$ cat src/rtl/hazard_pkg.sv
// Shared definitions for the decode-stage hazard detector.
//   REG_ADDR_W     : default architectural register index width (32 GPRs, x0 = zero)
//   stall_cause_t  : encoding of the stall_cause output, in decreasing priority
//                    order: load-use > mul/div RAW > mul/div structural.
package hazard_pkg;

  localparam int unsigned REG_ADDR_W = 5;

  typedef enum logic [1:0] {
    CAUSE_NONE      = 2'b00,
    CAUSE_LOAD_USE  = 2'b01,
    CAUSE_MD_RAW    = 2'b10,
    CAUSE_MD_STRUCT = 2'b11
  } stall_cause_t;

endpackage

$ cat src/rtl/hazard_detect_md_scoreboard.sv
// md_scoreboard: tracks the single outstanding multi-cycle mul/div result.
//   clk, reset               : clock, synchronous active-high reset
//   md_issue, md_rd          : op accepted by the mul/div unit and its destination
//   md_done                  : result written back this cycle
//   id_rs1/2, id_rs1/2_used  : decode-stage source operands
//   md_busy                  : a tracked result is outstanding (registered)
//   md_pending               : outstanding and not being written back this cycle
//   raw_hit                  : a used ID source matches the pending destination
// Issue with md_rd == 0 is not tracked since the result is discarded.
// Issue and done in the same cycle: the new op's tag replaces the old one.
module md_scoreboard
  import hazard_pkg::*;
#(
  parameter int unsigned ADDR_W = hazard_pkg::REG_ADDR_W
) (
  input  logic              clk,
  input  logic              reset,
  input  logic              md_issue,
  input  logic [ADDR_W-1:0] md_rd,
  input  logic              md_done,
  input  logic [ADDR_W-1:0] id_rs1,
  input  logic [ADDR_W-1:0] id_rs2,
  input  logic              id_rs1_used,
  input  logic              id_rs2_used,
  output logic              md_busy,
  output logic              md_pending,
  output logic              raw_hit
);

  logic [ADDR_W-1:0] md_tag;
  logic              busy_next;
  logic [ADDR_W-1:0] tag_next;
  logic              hit1;
  logic              hit2;

  always_comb begin
    busy_next = md_busy;
    tag_next  = md_tag;
    if (md_issue && (md_rd != '0)) begin
      busy_next = 1'b1;
      tag_next  = md_rd;
    end else if (md_done) begin
      busy_next = 1'b0;
    end
  end

  always_ff @(posedge clk) begin
    if (reset) begin
      md_busy <= 1'b0;
      md_tag  <= '0;
    end else begin
      md_busy <= busy_next;
      md_tag  <= tag_next;
    end
  end

  // A write-back in the current cycle reaches ID through the write-first
  // register file, so it no longer counts as pending.
  assign md_pending = md_busy & ~md_done;

  assign hit1    = id_rs1_used & (id_rs1 == md_tag) & (md_tag != '0);
  assign hit2    = id_rs2_used & (id_rs2 == md_tag) & (md_tag != '0);
  assign raw_hit = md_pending & (hit1 | hit2);

  // The structural stall must keep a second op from issuing while one is in flight.
  a_no_issue_while_pending : assert property (
    @(posedge clk) disable iff (reset) !(md_issue && md_busy && !md_done)
  );

endmodule

$ cat src/rtl/hazard_detect.sv
// hazard_detect: decode-stage hazard detector, sole driver of stall_decode.
//   clk, reset          : clock, synchronous active-high reset
//   id_*                : decode-stage instruction (valid, sources, uses, is mul/div)
//   ex_valid/mem_read/rd: execute-stage instruction (load detection)
//   md_issue/md_rd      : mul/div issue from EX and its destination
//   md_done             : mul/div write-back this cycle
//   flush               : redirect, kills the ID instruction
//   stall_decode        : hold IF/ID
//   stall_cause         : 00 none, 01 load-use, 10 md RAW, 11 md structural
//   md_busy             : mul/div result outstanding
//   stall_cycles        : saturating stall-cycle counter
// Optional feature macro STALL_PERF_EN: when defined, stall_cycles counts cycles
// with stall_decode=1 and saturates at all-ones; otherwise it is tied to zero.
module hazard_detect
  import hazard_pkg::*;
#(
  parameter int unsigned REG_ADDR_W = hazard_pkg::REG_ADDR_W,
  parameter int unsigned PERF_CNT_W = 32
) (
  input  logic                  clk,
  input  logic                  reset,
  input  logic                  id_valid,
  input  logic [REG_ADDR_W-1:0] id_rs1,
  input  logic [REG_ADDR_W-1:0] id_rs2,
  input  logic                  id_rs1_used,
  input  logic                  id_rs2_used,
  input  logic                  id_is_md,
  input  logic                  ex_valid,
  input  logic                  ex_mem_read,
  input  logic [REG_ADDR_W-1:0] ex_rd,
  input  logic                  md_issue,
  input  logic [REG_ADDR_W-1:0] md_rd,
  input  logic                  md_done,
  input  logic                  flush,
  output logic                  stall_decode,
  output logic [1:0]            stall_cause,
  output logic                  md_busy,
  output logic [PERF_CNT_W-1:0] stall_cycles
);

  logic         live;
  logic         lu_hit1;
  logic         lu_hit2;
  logic         load_use;
  logic         md_pending;
  logic         raw_hit;
  stall_cause_t cause;

  md_scoreboard #(
    .ADDR_W (REG_ADDR_W)
  ) u_md_scoreboard (
    .clk         (clk),
    .reset       (reset),
    .md_issue    (md_issue),
    .md_rd       (md_rd),
    .md_done     (md_done),
    .id_rs1      (id_rs1),
    .id_rs2      (id_rs2),
    .id_rs1_used (id_rs1_used),
    .id_rs2_used (id_rs2_used),
    .md_busy     (md_busy),
    .md_pending  (md_pending),
    .raw_hit     (raw_hit)
  );

  assign live = id_valid & ~flush;

  // x0 never carries a real dependency, so a load to x0 is exempt.
  assign lu_hit1  = id_rs1_used & (id_rs1 == ex_rd) & (ex_rd != '0);
  assign lu_hit2  = id_rs2_used & (id_rs2 == ex_rd) & (ex_rd != '0);
  assign load_use = ex_valid & ex_mem_read & (lu_hit1 | lu_hit2);

  always_comb begin
    cause = CAUSE_NONE;
    if (live) begin
      if (load_use) begin
        cause = CAUSE_LOAD_USE;
      end else if (raw_hit) begin
        cause = CAUSE_MD_RAW;
      end else if (id_is_md && md_pending) begin
        cause = CAUSE_MD_STRUCT;
      end
    end
  end

  assign stall_cause  = cause;
  assign stall_decode = |cause;

`ifdef STALL_PERF_EN
  logic [PERF_CNT_W-1:0] stall_cnt;

  always_ff @(posedge clk) begin
    if (reset) begin
      stall_cnt <= '0;
    end else if (stall_decode && (stall_cnt != '1)) begin
      stall_cnt <= stall_cnt + 1'b1;
    end
  end

  assign stall_cycles = stall_cnt;
`else
  assign stall_cycles = '0;
`endif

endmodule

$ cat config.mk
export PLATFORM = sky130hd
export DESIGN_NAME = hazard_detect
export DESIGN_NICKNAME = d
export VERILOG_FILES = /design/src/rtl/hazard_pkg.sv /design/src/rtl/hazard_detect_md_scoreboard.sv /design/src/rtl/hazard_detect.sv
export SDC_FILE = /design/constraint.sdc
export NUM_CORES = 1
export LEC_CHECK = 0
export CAP_MARGIN = 10
export CORE_MARGIN = 5
export CORE_UTILIZATION = 30
export CTS_BUF_LIST = sky130_fd_sc_hd__clkbuf_16
export DETAILED_ROUTE_END_ITERATION = 12
export DONT_BUFFER_PORTS = 1
export SKIP_LAST_GASP = 1
export SLEW_MARGIN = 20
export SYNTH_ARGS = -nofsm -noshare
export SYNTH_HDL_FRONTEND = slang
export SYNTH_SLANG_ARGS = --single-unit
export TNS_END_PERCENT = 50
$ cat constraint.sdc
create_clock -name clk -period 3.6 [get_ports clk]
set_input_delay 0.18 -clock clk [delete_from_list [all_inputs] [get_ports clk]]
set_output_delay 0.18 -clock clk [all_outputs]
set_load 0.01 [all_outputs]
# After elaboration in Yosys (flattened, before gate mapping)

Cells that the tools add are included.

Bits in writable memories: 0
Memories kept: 0
Latch bits: 0
Output and inout bits: 36
Word-level logic and storage cells: 36
Register bits: 6
ROM bits: 0

Shifts and indexed selects: 0
Divide/modulo/power cells: 0
Muxes and demuxes: 6
Reductions and logical operators: 7
Equal/unequal tests: 4
$lt $le $gt $ge: 0
$mul: 0
Bitwise gates (word level): 17
Add/sub/neg operators: 0

Operators by type and width:

| operator           | count |
|---|---|
| == test 5 bit      | 4 |
| nonzero test 5 bit | 3 |
| bitwise AND 1 bit  | 13 |
| 2-to-1 mux 2 bit   | 4 |
| logical AND 1 bit  | 2 |
| 2-to-1 mux 1 bit   | 2 |
| inverter 1 bit     | 2 |
| bitwise OR 1 bit   | 2 |
| nonzero test 2 bit | 1 |
| OR reduction 2 bit | 1 |

# Logic depth before layout (Yosys ltp)

Depth in word-level cells: 9
Gate-level depth with buffers: 5
Gate-level depth less buffers: 5

# By module

Synthesis repeated with hierarchy kept, for this count alone.

Cells, all modules: 103
Area total of the unflattened synthesis: 808.3 µm²

Modules (own cells, without submodules):

| module        | times used | area an instance (µm²) | sequential area each (µm²) | cells an instance |
|---|---|---|---|---|
| hazard_detect | 1          | 437.9                  | 0.0                        | 58 |
| md_scoreboard | 1          | 370.4                  | 120.1                      | 45 |

# Worst setup path before layout

OpenSTA, ideal clock, no wires.

Path type: reg-to-output
Start: register u_md_scoreboard.md_tag[0]
End: output port stall_decode
Required time: 3.420 ns
Setup slack: 1.988 ns
Arrival: 1.432 ns
Stages on the path, launching flop included: 6
Cell sequence: dfxtp_1 -> xor2_1 -> nor4_2 -> nand3_1 -> a211o_1 -> a31oi_1

Longest elaborated chain between the ends: 9
Elaborated cells between the ends (all ways): 13
Those cells by class: eq/ne: 2; mux: 3; bitwise: 6; reduce/logical: 2

RTL lines:

| what                                              | line                                                                 | RTL |
|---|---|---|
| start, declared                                   | hazard_detect_md_scoreboard.sv:30                                    | `logic [ADDR_W-1:0] md_tag;` |
| start signal, assigned                            | hazard_detect_md_scoreboard.sv:53                                    | `md_tag <= tag_next;` |
| == test 5 bit (on tied branches)                  | hazard_detect_md_scoreboard.sv:61, hazard_detect_md_scoreboard.sv:62 |  |
| bitwise AND 1 bit (on tied branches) (2 in a row) | hazard_detect_md_scoreboard.sv:61, hazard_detect_md_scoreboard.sv:62 |  |
| bitwise OR 1 bit (*)                              | hazard_detect_md_scoreboard.sv:63                                    | `assign raw_hit = md_pending & (hit1 \| hit2);` |
| bitwise AND 1 bit (*)                             | hazard_detect_md_scoreboard.sv:63                                    |  |
| 2-to-1 mux 2 bit (*)                              | hazard_detect.sv:78                                                  | `end else if (raw_hit) begin` |
| 2-to-1 mux 2 bit (*)                              | hazard_detect.sv:76                                                  | `if (load_use) begin` |
| 2-to-1 mux 2 bit (*)                              | hazard_detect.sv:75                                                  | `if (live) begin` |
| OR reduction 2 bit (*)                            | hazard_detect.sv:87                                                  | `assign stall_decode = \|cause;` |
| end, declared                                     | hazard_detect.sv:35                                                  | `output logic stall_decode,` |

Mark *: on every way between the ends. The rest lies on a longest branch, timed or not.

# Worst setup path in the final report

Start: register u_md_scoreboard.md_tag[1]
End: output port stall_decode

Same word-level chain as after synthesis.

==> run summary <==
hold_ws: 0.0184 ns
Final Wtd Congestion: 0.880
Row Count: 18
CTS sink cnt: 6
Die W: 60.9 um
core area: 2480 um^2
gr usage total: 9.69%
die area: 3700 um^2
Avg Vias per Cell: 4.36
Synthesis Warnings: 0
Crit Path Max Fanout: 4
LEAKAGE: 0.321 nW
Die Y: 60.9 um
Antenna Nets Post-Route: 0
# setup viols final: 0
critical path type: reg -> out
max-slew violations: 0
number of buffers created by CTS: 3
fraction of layout cells with a size suffix above 1: 5.88%
Final min period: 2.00 ns
RSZ-0062 raised after global routing: false
H-tree levels: 1
root buf cell: clkbuf_16
max cap viols: 0
Startpoint Class: flip-flop
Initial Util: 31.3%
CTS Buffer Depth: 2
Layout area overhead: -1.45%
IO Pins: 67
dpl hpwl: 1660 um
clock skew: 0 ns
wirelength, routed: 1830 um
synthesized area: 776 um^2
global-route wire length before repair: 2500 um
PwrDens: 399 nW/um^2
largest net degree at the start of global routing: 7
Syn Inst Count: 100
post-synthesis sequential area ratio: 15.5%
Worst IR Drop VDD: 282 uV
Antenna Cells: 0
Final TNS setup: 0 ns
Final Hold Vio Count: 0
commonest non-fill, non-tap cell in the layout: conb_1
PortBufs: 0
Final nets: 135
CP endpoint kind: output port
Fmax: 500 MHz
DR vias: 576
worst skew pair latency: 0.23 ns
Crit path arrival time: 1.82 ns
WP data required: 3.42 ns
Synth cell types: 23
Resized Gates After CTS: 0
total global routing overflow: 0
total setup buffers inserted after CTS: 0
Final period util: 55.6%
Pre-antenna DRT Iters: 1
min-delay worst type: in -> reg
Synth Register Bits: 6
CTS tree: done
CTS clk-pin slew, worst paths: 0.03 ns
Hold-fix buffers, CTS: 0
outcome: finished, final reports clean
synthesized area per cell: 7.76 um^2
initial antenna violation count: 0
number of global-route vias before repair: 539
most frequent cells in the layout: conb_1, nand2_1, xnor2_1, xor2_1
DR WL/cell: 13.8 um
Post-route DRC: 0
drt initial violations: 0
==> kinds of logic (layout without fill, tap and decap cells) <==
family / after synthesis / in the layout / synth area share, %
buffers and inverters: 33 / 4 / 31.5
and+or+nand+nor: 26 / 26 / 16.9
xor gates and xnor gates: 20 / 20 / 22.6
AOI/OAI and AO/OA: 14 / 14 / 13.1
DFF: 6 / 6 / 15.5
other: 1 / 32 / 0.483
==> where the power goes <==
group          internal, W  leakage [nW]  switching, W
Clock             0.000142        0.0370     0.0000352
Sequential       0.0000709        0.0496    0.00000502
Combinational    0.0000198         0.235     0.0000317
Total             0.000233         0.321     0.0000719
==> per-stage QoR <==
stage               cells  power, W  setup slack, ns  instance area [um^2]  util [%]
CTS                   132  0.000309             1.60                   764      30.9
global route          132  0.000322             1.50                   764      30.9
finish                132  0.000305             1.60                   764      30.9
global placement      129  0.000126             1.89                   689      27.8
floorplan             131  0.000147             1.99                   892         -
detailed placement    129  0.000128             1.84                   689      27.8
==> sequential cells by signal, summed over array words and instances, names as in the netlist <==
name,flops
u_md_scoreboard.md_busy,1
u_md_scoreboard.md_tag,5
==> cell type report <==
cell class	instances	area [um^2]
tap	30	37.5
inverter	1	3.75
clock buffer	3	75.1
sequential	6	120
multi-input combinational	92	528
fill	276	1710
==> cell usage after synthesis <==
library cell   n  area [um^2]
a21oi_1        6         30.0
nor4_2         1         12.5
o2111a_1       1         11.3
a211o_1        1         8.76
conb_1         1         3.75
o21ai_2        1         8.76
or4_1          3         22.5
o2111ai_1      1         8.76
dfxtp_1        6          120
nand3_1        3         15.0
o2bb2ai_1      1         8.76
xor2_1         8         70.1
nand4_1        2         12.5
nand2_1       13         48.8
buf_4         32          240
o22ai_1        1         6.26
a211oi_2       1         12.5
nor2_1         2         7.51
xnor2_1       12          105
a31oi_1        1         6.26
inv_1          1         3.75
nand2b_1       1         6.26
nor4_1         1         6.26
==> metal layers <==
| layer | part of all wire [%] | global-route usage [%] | routed length [um] |
|---|---|---|---|
| met5 | 0 | 0 | 0 |
| met4 | 1.8 | 7.43 | 33 |
| met3 | 12 | 4.68 | 214 |
| met2 | 52 | 16.6 | 949 |
| met1 | 34 | 8.70 | 630 |
==> critical path, cell delays in order (launching register included) <==
cell,delay [ns]
dfxtp_1,0.35
xor2_1,0.19
nor4_2,0.28
nand3_1,0.12
a211o_1,0.35
a31oi_1,0.30
==> path summary, 6_finish.rpt <==
path	cells after the start	end	startpoint	slack [ns]
worst max-delay path	5	stall_decode	u_md_scoreboard.md_tag[1]	1.60
worst min-delay path	1	u_md_scoreboard.md_tag[0]	reset	0.02
worst max register to register	2	u_md_scoreboard.md_busy	u_md_scoreboard.md_busy	2.88
worst min register to register	2	u_md_scoreboard.md_tag[2]	u_md_scoreboard.md_tag[2]	0.50
Power figures use the tool's default switching activity.
